===== src/rtl/if_fetch_queue.sv =====
// Instruction fetch stage with a DEPTH-entry prefetch queue over a req/ack memory port.
// Define IF_PERF_CNT_EN to add fetch/flush/stall performance counters.
module if_fetch_queue #(
  parameter int unsigned        ADDR_W   = 32,
  parameter int unsigned        INST_W   = 32,
  parameter int unsigned        DEPTH    = 4,
  parameter int unsigned        PC_STEP  = 1,
  parameter logic [ADDR_W-1:0]  RESET_PC = '0
) (
  input  logic              clk,
  input  logic              rst,
  input  logic              freeze,
  input  logic              Branch_taken,
  input  logic [ADDR_W-1:0] BranchAddr,
  output logic              imem_req,
  output logic [ADDR_W-1:0] imem_addr,
  input  logic              imem_ack,
  input  logic [INST_W-1:0] imem_rdata,
  output logic              inst_valid,
  output logic [ADDR_W-1:0] PC,
  output logic [INST_W-1:0] Instruction
`ifdef IF_PERF_CNT_EN
  ,
  output logic [31:0]       perf_fetch_cnt,
  output logic [31:0]       perf_flush_cnt,
  output logic [31:0]       perf_stall_cnt
`endif
);

  localparam int unsigned PtrW = (DEPTH > 1) ? $clog2(DEPTH) : 1;
  localparam int unsigned CntW = $clog2(DEPTH) + 1;

  typedef enum logic [1:0] {StIdle, StWait, StDiscard} state_e;

  state_e            state_q, state_d;
  logic [ADDR_W-1:0] fetch_pc_q, fetch_pc_d;
  logic [ADDR_W-1:0] issued_pc_q, issued_pc_d;
  logic [CntW-1:0]   count_q, count_d;
  logic [PtrW-1:0]   head_q, head_d, tail_q, tail_d;
  logic              issue, push, pop;

  logic [ADDR_W-1:0] pc_mem   [DEPTH];
  logic [INST_W-1:0] inst_mem [DEPTH];

  assign inst_valid = (count_q != '0);
  assign pop        = inst_valid & ~freeze & ~Branch_taken;
  // Issue uses the registered count, so a same-cycle pop never frees a slot for it.
  assign issue      = (state_q == StIdle) & ~Branch_taken & (count_q < CntW'(DEPTH));
  assign imem_req   = issue & rst;
  assign imem_addr  = fetch_pc_q;

  assign PC          = inst_valid ? (pc_mem[head_q] + ADDR_W'(PC_STEP)) : '0;
  assign Instruction = inst_valid ? inst_mem[head_q] : '0;

  always_comb begin
    state_d     = state_q;
    fetch_pc_d  = fetch_pc_q;
    issued_pc_d = issued_pc_q;
    push        = 1'b0;
    unique case (state_q)
      StIdle: begin
        if (issue) begin
          issued_pc_d = fetch_pc_q;
          fetch_pc_d  = fetch_pc_q + ADDR_W'(PC_STEP);
          state_d     = StWait;
        end
      end
      StWait: begin
        if (imem_ack) begin
          push    = ~Branch_taken;
          state_d = StIdle;
        end else if (Branch_taken) begin
          state_d = StDiscard;
        end
      end
      StDiscard: begin
        if (imem_ack) begin
          state_d = StIdle;
        end
      end
      default: state_d = StIdle;
    endcase
    if (Branch_taken) begin
      fetch_pc_d = BranchAddr;
    end
  end

  always_comb begin
    head_d  = head_q;
    tail_d  = tail_q;
    count_d = count_q;
    if (Branch_taken) begin
      head_d  = '0;
      tail_d  = '0;
      count_d = '0;
    end else begin
      if (pop) begin
        head_d = head_q + PtrW'(1);
      end
      if (push) begin
        tail_d = tail_q + PtrW'(1);
      end
      count_d = count_q + CntW'(push) - CntW'(pop);
    end
  end

  always_ff @(posedge clk or negedge rst) begin
    if (!rst) begin
      state_q     <= StIdle;
      fetch_pc_q  <= RESET_PC;
      issued_pc_q <= '0;
      count_q     <= '0;
      head_q      <= '0;
      tail_q      <= '0;
    end else begin
      state_q     <= state_d;
      fetch_pc_q  <= fetch_pc_d;
      issued_pc_q <= issued_pc_d;
      count_q     <= count_d;
      head_q      <= head_d;
      tail_q      <= tail_d;
    end
  end

  // Payload storage needs no reset: outputs are gated by count.
  always_ff @(posedge clk) begin
    if (push) begin
      pc_mem[tail_q]   <= issued_pc_q;
      inst_mem[tail_q] <= imem_rdata;
    end
  end

`ifdef IF_PERF_CNT_EN
  always_ff @(posedge clk or negedge rst) begin
    if (!rst) begin
      perf_fetch_cnt <= '0;
      perf_flush_cnt <= '0;
      perf_stall_cnt <= '0;
    end else begin
      if (push) begin
        perf_fetch_cnt <= perf_fetch_cnt + 32'd1;
      end
      if (Branch_taken) begin
        perf_flush_cnt <= perf_flush_cnt + 32'd1;
      end
      if (!inst_valid && !Branch_taken) begin
        perf_stall_cnt <= perf_stall_cnt + 32'd1;
      end
    end
  end
`endif

endmodule

===== config.mk =====
export PLATFORM = sky130hd
export DESIGN_NAME = if_fetch_queue
export DESIGN_NICKNAME = d
export VERILOG_FILES = /design/src/rtl/if_fetch_queue.sv
export SDC_FILE = /design/constraint.sdc
export NUM_CORES = 1
export LEC_CHECK = 0
export ABC_AREA = 1
export CAP_MARGIN = 0
export CORE_AREA = 8 8 173 175
export DETAILED_ROUTE_END_ITERATION = 7
export DIE_AREA = 0 0 181 183
export GPL_TIMING_DRIVEN = 0
export MAX_ROUTING_LAYER = met4
export PLACE_DENSITY = 0.79
export SLEW_MARGIN = 20
export SYNTH_ARGS = -nofsm -noshare
export SYNTH_HDL_FRONTEND = slang
export SYNTH_SLANG_ARGS = --single-unit

===== constraint.sdc =====
create_clock -name clk -period 5.15 [get_ports clk]
set_input_delay 1.03 -clock clk [delete_from_list [all_inputs] [get_ports clk]]
set_output_delay 1.03 -clock clk [all_outputs]
set_load 0.03 [all_outputs]

-- Word-level counts from Yosys, hierarchy flattened
Memories as Yosys holds them, arrays and structs flattened.
Cells that the tools add are included.
- register bits: 73
- RAM bits: 256
- input bits: 69
- output and inout bits: 98
- logic and storage cells: 55
- memories kept: 2
- memories (memory ; words ; bits a word ; rd ports ; clocked after Yosys merged registers in ; wr ports ; line ; source):
    inst_mem ; 4 ; 32 ; 1 ; 0 ; 1 ; 43 ; logic [INST_W-1:0] inst_mem [DEPTH];
    pc_mem ; 4 ; 32 ; 1 ; 0 ; 1 ; 42 ; logic [ADDR_W-1:0] pc_mem [DEPTH];
- add/subtract/negate cells: 6
- $lt $le $gt $ge: 1
- eq/ne operators: 5
- mux-type cells: 19
- bitwise gates (word level): 7
- reduce and logical (&&, ||, !) cells: 9
- operator list (kind ; count):
    32-bit 2-to-1 mux ; 5
    32-bit by 1-bit adder with 32-bit output, second input constant ; 2
    2-bit 2-to-1 mux ; 8
    2-bit nonzero test ; 4
    2-bit one-hot mux with 3 select lines ; 1
    1-bit bitwise AND ; 5
    2-bit by 1-bit adder with 2-bit output, second input constant ; 2
    1-bit 2-to-1 mux ; 4
    2-bit != test, second input constant ; 2
    2-bit AND reduction ; 2
    3-bit by 1-bit adder with 3-bit output ; 1
    3-bit < comparator, second input constant ; 1
    3-bit 2-to-1 mux ; 1
    3-bit != test, second input constant ; 1
    3-bit AND reduction ; 1
    3-bit nonzero test ; 1
    3-bit by 1-bit subtractor with 3-bit output ; 1
    2-bit by 1-bit equality test with 1-bit output, second input constant ; 1
    2-bit equality test, second input constant ; 1
    2-bit logical NOT ; 1
    1-bit NOT ; 2

-- Longest topological paths before layout
- depth in word-level cells: 6
- mapped depth: 17
- gate-level depth less buffers: 15

-- Worst setup path before layout
No wires, ideal clock.
- kind: input -> register
- start: in Branch_taken
- end: mem inst_mem[0][0], enable pin
- library setup time: 0.487 ns
- arrival time: 4.488 ns
- data required time: 4.663 ns
- setup slack: 0.175 ns
- stages on the path: 5
- path buffers: 2
- cell sequence: clkbuf_1 inv_1 clkbuf_1 nand3_1 nor2_1
- longest elaborated chain between the ends: 5
- RTL lines (element ; line ; source):
    from (decl) ; 13 ; input logic Branch_taken,
    1-bit NOT ; 70 ; push = ~Branch_taken;
    1-bit 2-to-1 mux ; 69 ; if (imem_ack) begin
    1-bit 2-to-1 mux ; 60 ; unique case (state_q)
    1-bit 2-to-1 mux ; 127 ; if (push) begin
    1-bit 2-to-1 mux (implied by the code) ; 129 ; inst_mem[tail_q] <= imem_rdata;
    to (decl) ; 43 ;
No other way between the ends.

-- Final worst setup path
- start: reg head_q[1]
- end: out PC[8]
- longest elaborated chain between the ends: 3
- RTL lines (element ; line ; source):
    from (decl) ; 39 ; logic [PtrW-1:0] head_q, head_d, tail_q, tail_d;
    from (signal assigned) ; 113 ; head_q <= '0;
    from (signal assigned) ; 120 ; head_q <= head_d;
    memory 4 x 32 bit ; n/a ;
    32-bit by 1-bit adder with 32-bit output ; 52 ; assign PC = inst_valid ? (pc_mem[head_q] + ADDR_W'(PC_STEP)) : '0;
    32-bit 2-to-1 mux ; 52 ;
    to (decl) ; 20 ; output logic [ADDR_W-1:0] PC,
No other way between the ends.

==> summary.md <==
| Metric | Value |
|---|---|
| Status | `finished clean` |
| First-pass GRT wire length | `65,000 um` |
| Setup violators final | `0` |
| Synthesized Nets | `1,695` |
| Worst Skew | `0.0298 ns` |
| Worst Hold Class | `input pin to async pin` |
| Syn. warnings | `0` |
| I/O Buffers | `165` |
| Total of max-cap violations | `0` |
| Yosys top cell area share | `50.7%` |
| Via density | `5.57` |
| Synth cell types | `44` |
| Post-synth EDFFs | `256` |
| Layout cells sized above 1 | `7.12%` |
| Core ar. | `0.0273 sq mm` |
| Drt pass-1 iters | `5` |
| Peak supply drop | `0.350 mV` |
| Multi-input logic area | `0.00491 sq mm` |
| RSZ-0062 raised after global routing | `no` |
| Final Util | `68.4%` |
| Register area share after synthesis | `62.7%` |
| Post-Syn Area | `0.0152 sq mm` |
| Worst Path Arrival | `3.78 ns` |
| Reg clk slew, reported paths | `0.07 ns` |
| Antenna Violating Nets Remaining | `0` |
| Area growth, synth to finish | `23.1%` |
| WS Path Type | `flop to output pin` |
| Cell Rows | `61` |
| Vias in the first global route | `12,193` |
| Leak | `7.48 nW` |
| Pin count of the biggest net entering global routing | `44` |
| Required time of the worst setup path | `4.12 ns` |
| Worst-skew pair later-pin latency | `0.52 ns` |
| Hold-fix buffers at CTS | `0` |
| Inserted Clock Buffers | `34` |
| Post-route DRC | `0` |
| Slew margin rel. | `44.8%` |
| Initial Utilization | `55.5%` |
| Routability congestion estimate | `0.929` |
| Nets | `1,909` |
| Filler Cell Count | `2,003` |
| DP HPWL | `29,000 um` |
| Most frequent cell after synthesis | `nand2_1` |
| Total GRT Usage | `25.5%` |
| CTS Root Cell | `clkbuf_16` |
| Synth Flop Type | `edfxtp_1` |
| Drt total wl | `41,300 um` |
| Pwr Density | `537 mW/mm^2` |
| H-tree level count | `2` |
| Commonest cells in the synthesized netlist | `481 x nand2_1, 263 x nor2_1, 256 x edfxtp_1` |
| Setup WS pre-CTS | `0.784 ns` |
| Leading post-synthesis cells by cell area | `edfxtp_1 51%, dfrtp_1 12%, nand2_1 12%` |
| Initial DRC Count | `1,275` |
| Synth Register Bits | `329` |
| Die Y | `183 um` |
| Crit. End Element | `output pin` |
| CTS max path bufs | `3` |
| CTS tree | `yes` |
| Post-synth ARST share | `22.2%` |
| Worst Tran Pin Value | `0.828 ns` |
| Die area | `0.0331 sq mm` |
| Floorplan die width | `181 um` |
| Hold Worst Slack | `0.450 ns` |
| Per-cell routed wire length | `18.7 um` |
| Fin crit share | `93.5%` |
| Crit Path Max Fanout | `10` |
| Initial antenna violation count | `1` |
| Synthesized instance count | `1,617` |
| Final WS setup | `0.336 ns` |
| IO Count | `167` |
| Syn Area/Cell | `9.39 sq um` |
| Sink Count | `329` |
| Slew Viols, Final | `0` |
| Vias | `12,265` |
| FF+latch area | `0.00951 sq mm` |
| Minimum clock period | `4.81 ns` |
| Setup crit start kind | `flop` |
| Cells after DPL | `2,141` |
| Final std cells w/o fill | `2,202` |
| Leading area contributor after synthesis | `edfxtp_1` |
| Final Hold Fails | `0` |
| Fmax | `208 MHz` |
| Gr ovfl total | `0` |
## per-layer routing
layer,vias up,track usage (%),share of wire (%)
met5,-,-,0
met4,0,8.59,2.5
met3,79,3.94,8.0
met2,594,40.5,47
met1,5794,33.4,42
li1,5798,-,-
## sequential cells by signal (all words and copies together), names as in the netlist
register / cells
count_q: 3
head_q: 2
imem_addr: 32
inst_mem: 128
issued_pc_q: 32
pc_mem: 128
state_q: 2
tail_q: 2
## cells in the final DEF, fill, tap and decap left out, types with 3 or more instances in the layout
cell and count:
nand2_1 481, nor2_1 259, edfxtp_1 256, clkdlybuf4s50_1 162, o21ai_0 137, inv_1 99, dfrtp_1 73, a21oi_1 67
nand3_1 61, clkbuf_1 35, clkbuf_16 35, buf_2 17, nor3_1 16, nor2_2 12, nand2_2 11, buf_1 10
buf_6 9, o211ai_1 8, xor2_1 8, ha_1 8, buf_16 8, nor2_4 7, nand4_1 7, o22ai_1 6
clkinv_2 6, clkinv_1 6, inv_2 5, buf_4 5, buf_12 5, clkbuf_8 4, a21o_1 3, inv_6 3
## layout make-up
cell class / instances / area share [%]
Clock buffer: 44 / 5.08
Antenna cell: 1 / 0.0134
Inverter: 105 / 2.14
Timing Repair Buffer: 178 / 10.6
Multi-Input combinational cell: 1112 / 26.3
Tap cell: 346 / 2.32
Sequential cell: 329 / 50.9
Buffer: 71 / 2.04
Clock inverter: 16 / 0.643
## cells by family after synthesis
| kind of cell | count (synthesis) | synth area share (%) |
|---|---|---|
| and+or+nand+nor | 859 | 22.6 |
| DFF | 329 | 62.7 |
| AOI/OAI and AO/OA | 235 | 8.22 |
| buffers and inverters | 176 | 5.14 |
| xor gates and xnor gates | 9 | 0.519 |
| adders and majority gates | 9 | 0.791 |
## per-stage QoR
stage	TNS, ns	cell area (sq um)	power, mW
2_1_floorplan	0	15200	6.01
3_3_place_gp	-538.07	17300	7.58
3_5_place_dp	0	17600	7.68
4_1_cts	0	18700	10.0
5_1_grt	0	18700	10.5
6_report	0	18700	10.0
## critical path, stage by stage, from the launching register on
cell             delay [ns]
dfrtp_1                0.42
inv_1                  0.10
buf_2                  0.25
buf_2                  0.32
o211ai_1               0.14
nand2_1                0.16
ha_1                   0.22
inv_1                  0.06
nor2_1                 0.19
nand2_1                0.11
nor2_1                 0.31
o21ai_0                0.12
a21oi_1                0.17
clkdlybuf4s50_1        0.70
## repair_timing
action,in CTS,in global routing
setup endpoints to repair,0,2
gates resized for setup,0,2
buffers inserted,0,0
## final timing paths
kind                                         from                           to  cells past startpoint  slack, ns
max                         head_q[1]$_DFFE_PN0P_                        PC[8]                     13       0.34
min                                           rst         count_q[0]$_DFF_PN0_                      1       0.45
max reg2reg                  count_q[1]$_DFF_PN0_         count_q[2]$_DFF_PN0_                     13       2.48
min reg2reg                state_q[0]$_DFFE_PN0P_       state_q[1]$_DFFE_PN0P_                      1       0.50
max in group asynchronous                     rst  issued_pc_q[12]$_DFFE_PN0P_                      2       4.13
min in group clk           state_q[0]$_DFFE_PN0P_       state_q[1]$_DFFE_PN0P_                      1       0.50
## report_power, final
group | switching [mW] | internal [mW] | total [mW]
logic | 2.68 | 1.35 | 4.03
clock network | 0.990 | 1.36 | 2.35
registers | 0.363 | 3.30 | 3.66
Note: power is estimated with default switching activity, not from simulation.
==> patch 1, RTL diff (same flow settings) <==
The parameter `INST_W` goes from 32 to 28.
--- a/src/rtl/if_fetch_queue.sv
+++ b/src/rtl/if_fetch_queue.sv
@@ -4,3 +4,3 @@
   parameter int unsigned        ADDR_W   = 32,
-  parameter int unsigned        INST_W   = 32,
+  parameter int unsigned        INST_W   = 28,
   parameter int unsigned        DEPTH    = 4,
Ports: changed (resized Instruction and imem_rdata); port bits go from 167 to 159. The function was not compared with the original's and may differ.
==> patch 1 against the original RTL <==
Design area fell by 4.6%; non-clock buffer count shrank 10; maximum frequency decreased by 2.2%; synthesized cell count down 4.9%; sequential cell count fell by 16; cell count is 4.1% lower; count of clock-buffer cells in the layout down 4; synthesized area is 4.8% lower; register-to-register slack improved by 0.13 ns; total power fell by 1.8%; worst hold slack got worse by 0.053 ns; wire length shrank 3.2%; worst setup slack lost 0.11 ns; clock power down 6%; critical path type unchanged; largest cell class unchanged; highest routed layer unchanged.
==> patch 1: results (changes against the original RTL) <==
Parameter                              Value

Outcome
  Outcome    finished clean (unchanged)

Detailed routing
  Drt initial violations    1024 (was 1275)
  Detailed-router iteration count before antenna repair    6 (was 5)
  Routed via count divided by cell count    5.59 (was 5.57)
  WL/cell    18.9 um (was 18.7 um)

Finish
  Final net count    1815 (was 1909)
  Largest registers ranked by flip-flop count    pc_mem x128, inst_mem x112 (was inst_mem x128, pc_mem x128)
  Count of filler cells inserted in the layout    2141 (was 2003)
  Antenna fix cells    0 (was 1)
  Count of placed standard cells in the final layout, fillers left out    2112 (was 2202)
  Final cell area excluding filler cells    17800 um^2 (was 18700 um^2)

GRT
  Total Routing Usage GR    24.4% (was 25.5%)
  Global-route wire length before repair    62.5 mm (was 65.0 mm)
  Met2 Use GR    40.2% (was 40.5%)
  Met1 demand-to-capacity share in global routing    31.1% (was 33.4%)
  Maximum number of pins on one net before global-route repair    47 (was 44)
  Via count of the first global-routing pass    11600 (was 12200)
  Number of antenna violations at the first check in global routing    0 (was 1)
  Met3 global-route usage    3.84% (was 3.94%)

Synthesis
  Portion of the post-synthesis area used by sequential elements    62.5% (was 62.7%)
  Net count after synthesis    1612 (was 1695)
  Count of flip-flops with a built-in enable after synthesis    240 (was 256)
  Largest cells by area after synthesis    edfxtp_1 (50%), dfrtp_1 (13%), nand2_1 (13%) (was edfxtp_1 (51%), dfrtp_1 (12%), nand2_1 (12%))
  Most frequent cells after synthesis    nand2_1 (484), edfxtp_1 (240), nor2_1 (237) (was nand2_1 (481), nor2_1 (263), edfxtp_1 (256))
  FFs w/ async S/R, synth    23.3% (was 22.2%)
  Average instance area after synthesis    9.40 um^2 (was 9.39 um^2)

STA
  Crit path setup slack, layout    0.226 ns (was 0.336 ns)
  Maximum clock skew at final layout    0.0163 ns (was 0.0298 ns)
  Worst hold slack across all endpoints    0.397 ns (was 0.450 ns)
  Headroom to the max-slew limit    33.7% (was 44.8%)

Power
  VDD IR max    0.000293 V (was 0.000350 V)
  Leakage dissipation    7.10 nW (was 7.48 nW)

Place
  Final weighted congestion of routability-driven global placement    0.960 (was 0.929)
  Worst slack, placed    0.689 ns (was 0.784 ns)
  Post-DP Area    16800 um^2 (was 17600 um^2)
  IO Port Bufs    157 (was 165)
  Post-DP HPWL    28.4 mm (was 29.0 mm)

Clocking
  Number of buffers added by the clock tree synthesis step    31 (was 34)
  CTS H-tree lvls    1 (was 2)
  Clock latency on the worst-skew pair    0.57 ns (was 0.52 ns)

Worst setup path
  Crit path capture    PC[26] (was PC[8])
  Slowest cell on the critical path    clkdlybuf4s50_1 (unchanged)
  FF-to-FF path depth    10 (was 13)
  Setup slack, reg-to-reg    2.61 ns (was 2.48 ns)
  Maximum cell stage delay along the critical path    0.71 ns
  R2r startpoint    state_q[0] (was count_q[1])
-- patch 1: cell count changes in the layout (fill, tap and decap cells not counted), moves of 4 or more --
| cell | change |
|---|---|
| a21oi_1 | -11 |
| buf_2 | -8 |
| buf_4 | +5 |
| clkdlybuf4s50_1 | -8 |
| edfxtp_1 | -16 |
| inv_1 | -12 |
| nand2_2 | -4 |
| nand4_1 | +6 |
| nor2_1 | -26 |
| o21ai_0 | -24 |
-- patch 1: cell families after synthesis --
family	Yosys count	share of synthesized area (%)
and+or+nand+nor	842	23.5
DFF	313	62.5
AOI/OAI and AO/OA	209	7.88
buffers and inverters	160	5.00
adders and majority gates	9	0.831
xor gates and xnor gates	5	0.303
-- patch 1: final cells by class --
class,instances,area share [%]
tap,346,2.43
timing repair buffer,170,10.7
multi-input combinational,1065,26.5
buffer,69,2.13
sequential,313,50.7
clock buffer,40,4.74
clock inverter,18,0.898
inverter,91,1.94
-- patch 1: per-layer routing --
metal	wire length, um	part of all wire [%]	vias up
li1	-	-	5547
met3	3420	8.6	85
met4	1130	2.8	0
met1	16400	41	5569
met2	19000	48	614
met5	0	0	-
-- patch 1: worst max-delay path: cells and delay by family, from the launching register on --
| kind | cells | cell delay (ns) |
|---|---|---|
| buffers and inverters | 4 | 1.50 |
| flip-flops | 1 | 0.37 |
| AO/OA/AOI/OAI | 2 | 0.24 |
| AND/OR/NAND/NOR | 6 | 1.01 |
| adder cells (fa/ha/maj) | 1 | 0.21 |
-- patch 1: power breakdown --
group | leakage [nW] | switching (mW) | total, mW | internal [mW]
combinational | 3.53 | 2.74 | 4.11 | 1.38
clock | 0.495 | 0.949 | 2.21 | 1.26
sequential | 3.07 | 0.372 | 3.53 | 3.16
==> patch 2, RTL diff (config.mk and constraints unchanged) <==
Without the edit above. Encoding of `state_e`: now one-hot (3 bits for 3 states).
--- a/src/rtl/if_fetch_queue.sv
+++ b/src/rtl/if_fetch_queue.sv
@@ -32,3 +32,3 @@
 
-  typedef enum logic [1:0] {StIdle, StWait, StDiscard} state_e;
+  typedef enum logic [2:0] {StIdle = 3'b001, StWait = 3'b010, StDiscard = 3'b100} state_e;
 
Formal check against the unedited RTL: no difference found for any inputs over 4 cycles, from zero or initial values and one cycle with rst low; so few cycles prove little.
==> patch 2 against the original RTL <==
Worst setup slack improved by 0.19 ns; cell count shrank 0.68%; critical path type unchanged; total power decreased by 3.9%; sequential cell count increased by 1; design area fell by 0.23%; synthesized area shrank 0.49%; wire length rose by 1.6%; global-route usage is 0.43 points higher.
==> patch 2: results (changes against the original RTL) <==
Parameter                              Value

Worst setup path
  Reg-to-reg critical path endpoint    pc_mem[0][17] (was count_q[2])
  FF-to-FF path depth    6 (was 13)
  R2r startpoint    state_q[2] (was count_q[1])
  Setup slack, reg-to-reg    2.63 ns (was 2.48 ns)
  Arrival time of the worst setup path    3.60 ns (was 3.78 ns)

Synthesis
  Average instance area after synthesis    9.43 um^2 (was 9.39 um^2)
  Distinct cell type count after synthesis    43 (was 44)
  Net count after synthesis    1679 (was 1695)
  Most frequent cells after synthesis    nand2_1 (483), nor2_1 (265), edfxtp_1 (256) (was nand2_1 (481), nor2_1 (263), edfxtp_1 (256))
  Portion of the post-synthesis area used by sequential elements    63.2% (was 62.7%)
  Largest cells by area after synthesis    edfxtp_1 (51%), dfrtp_1 (12%), nand2_1 (12%) (unchanged)
  Area fraction in compound gates after synthesis    7.99% (was 8.22%)
  FFs w/ async S/R, synth    22.4% (was 22.2%)
  Share of synthesized cell area in full adder, half adder and majority cells    0.795% (was 0.791%)
  XOR/XNOR share of the synthesized area    0.464% (was 0.519%)

Finish
  Count of filler cells inserted in the layout    2022 (was 2003)
  Final net count    1893 (was 1909)
  Proportion of layout cells with a drive suffix above 1    6.52% (was 7.12%)
  Count of placed standard cells in the final layout, fillers left out    2187 (was 2202)

STA
  Headroom to the max-slew limit    47.4% (was 44.8%)
  Maximum clock skew at final layout    0.0175 ns (was 0.0298 ns)
  Setup TNS Final    0 ns (unchanged)
  Worst hold slack across all endpoints    0.390 ns (was 0.450 ns)
  Upper clock frequency limit    216 MHz (was 208 MHz)

GRT
  Number of antenna violations at the first check in global routing    0 (was 1)
  Met1 demand-to-capacity share in global routing    33.4% (about the same)
  Maximum number of pins on one net before global-route repair    57 (was 44)
  Met3 global-route usage    4.25% (was 3.94%)
  Met2 Use GR    41.7% (was 40.5%)
  Total Routing Usage GR    25.9% (was 25.5%)
  Global-route wire length before repair    66.0 mm (was 65.0 mm)

Power
  VDD IR max    0.000375 V (was 0.000350 V)
  Leakage dissipation    7.36 nW (was 7.48 nW)

Place
  Post-DP Area    17500 um^2 (was 17600 um^2)
  Placed insts    2125 (was 2141)
  Final weighted congestion of routability-driven global placement    0.961 (was 0.929)
  IO Port Bufs    165 (unchanged)
  Post-DP HPWL    29.6 mm (was 29.0 mm)

Outcome
  Outcome    finished clean (unchanged)

Clocking
  Worst-case clock buffer depth    3 (unchanged)
  CTS H-tree lvls    2 (unchanged)

Detailed routing
  Final Routed Wirelength    41.9 mm (was 41.3 mm)
  Detailed-router iteration count before antenna repair    8 (was 5)
  Met2 Wirelength    19.9 mm (was 19.5 mm)
  Vias after detailed routing    12300 (about the same)
  Met1 wire length    17.7 mm (was 17.4 mm)
## patch 2: layout make-up
type / count / area, um^2 / area share [%]
inverters: 98 / 375 / 2.01
clock inverters: 20 / 201 / 1.08
well taps: 346 / 433 / 2.32
multi-input cells: 1103 / 4840 / 26.0
plain buffers: 70 / 374 / 2.01
repair buffers: 178 / 1960 / 10.5
clock buffers: 42 / 912 / 4.89
flip-flops and latches: 330 / 9540 / 51.2
## patch 2: where the power goes
| part | internal (mW) | switching (mW) | total [mW] |
|---|---|---|---|
| Sequential | 3.29 | 0.380 | 3.67 |
| Combinational | 1.17 | 2.37 | 3.54 |
| Clock | 1.43 | 1.01 | 2.44 |
## patch 2: how the worst max path moves through the flow
stage                      start        endpoint
finish                 head_q[1]          PC[29]
global route           head_q[1]          PC[28]
CTS                    head_q[1]          PC[29]
detailed placement     head_q[1]          PC[29]
global placement        imem_ack    pc_mem[1][5]
floorplan           Branch_taken  inst_mem[0][0]
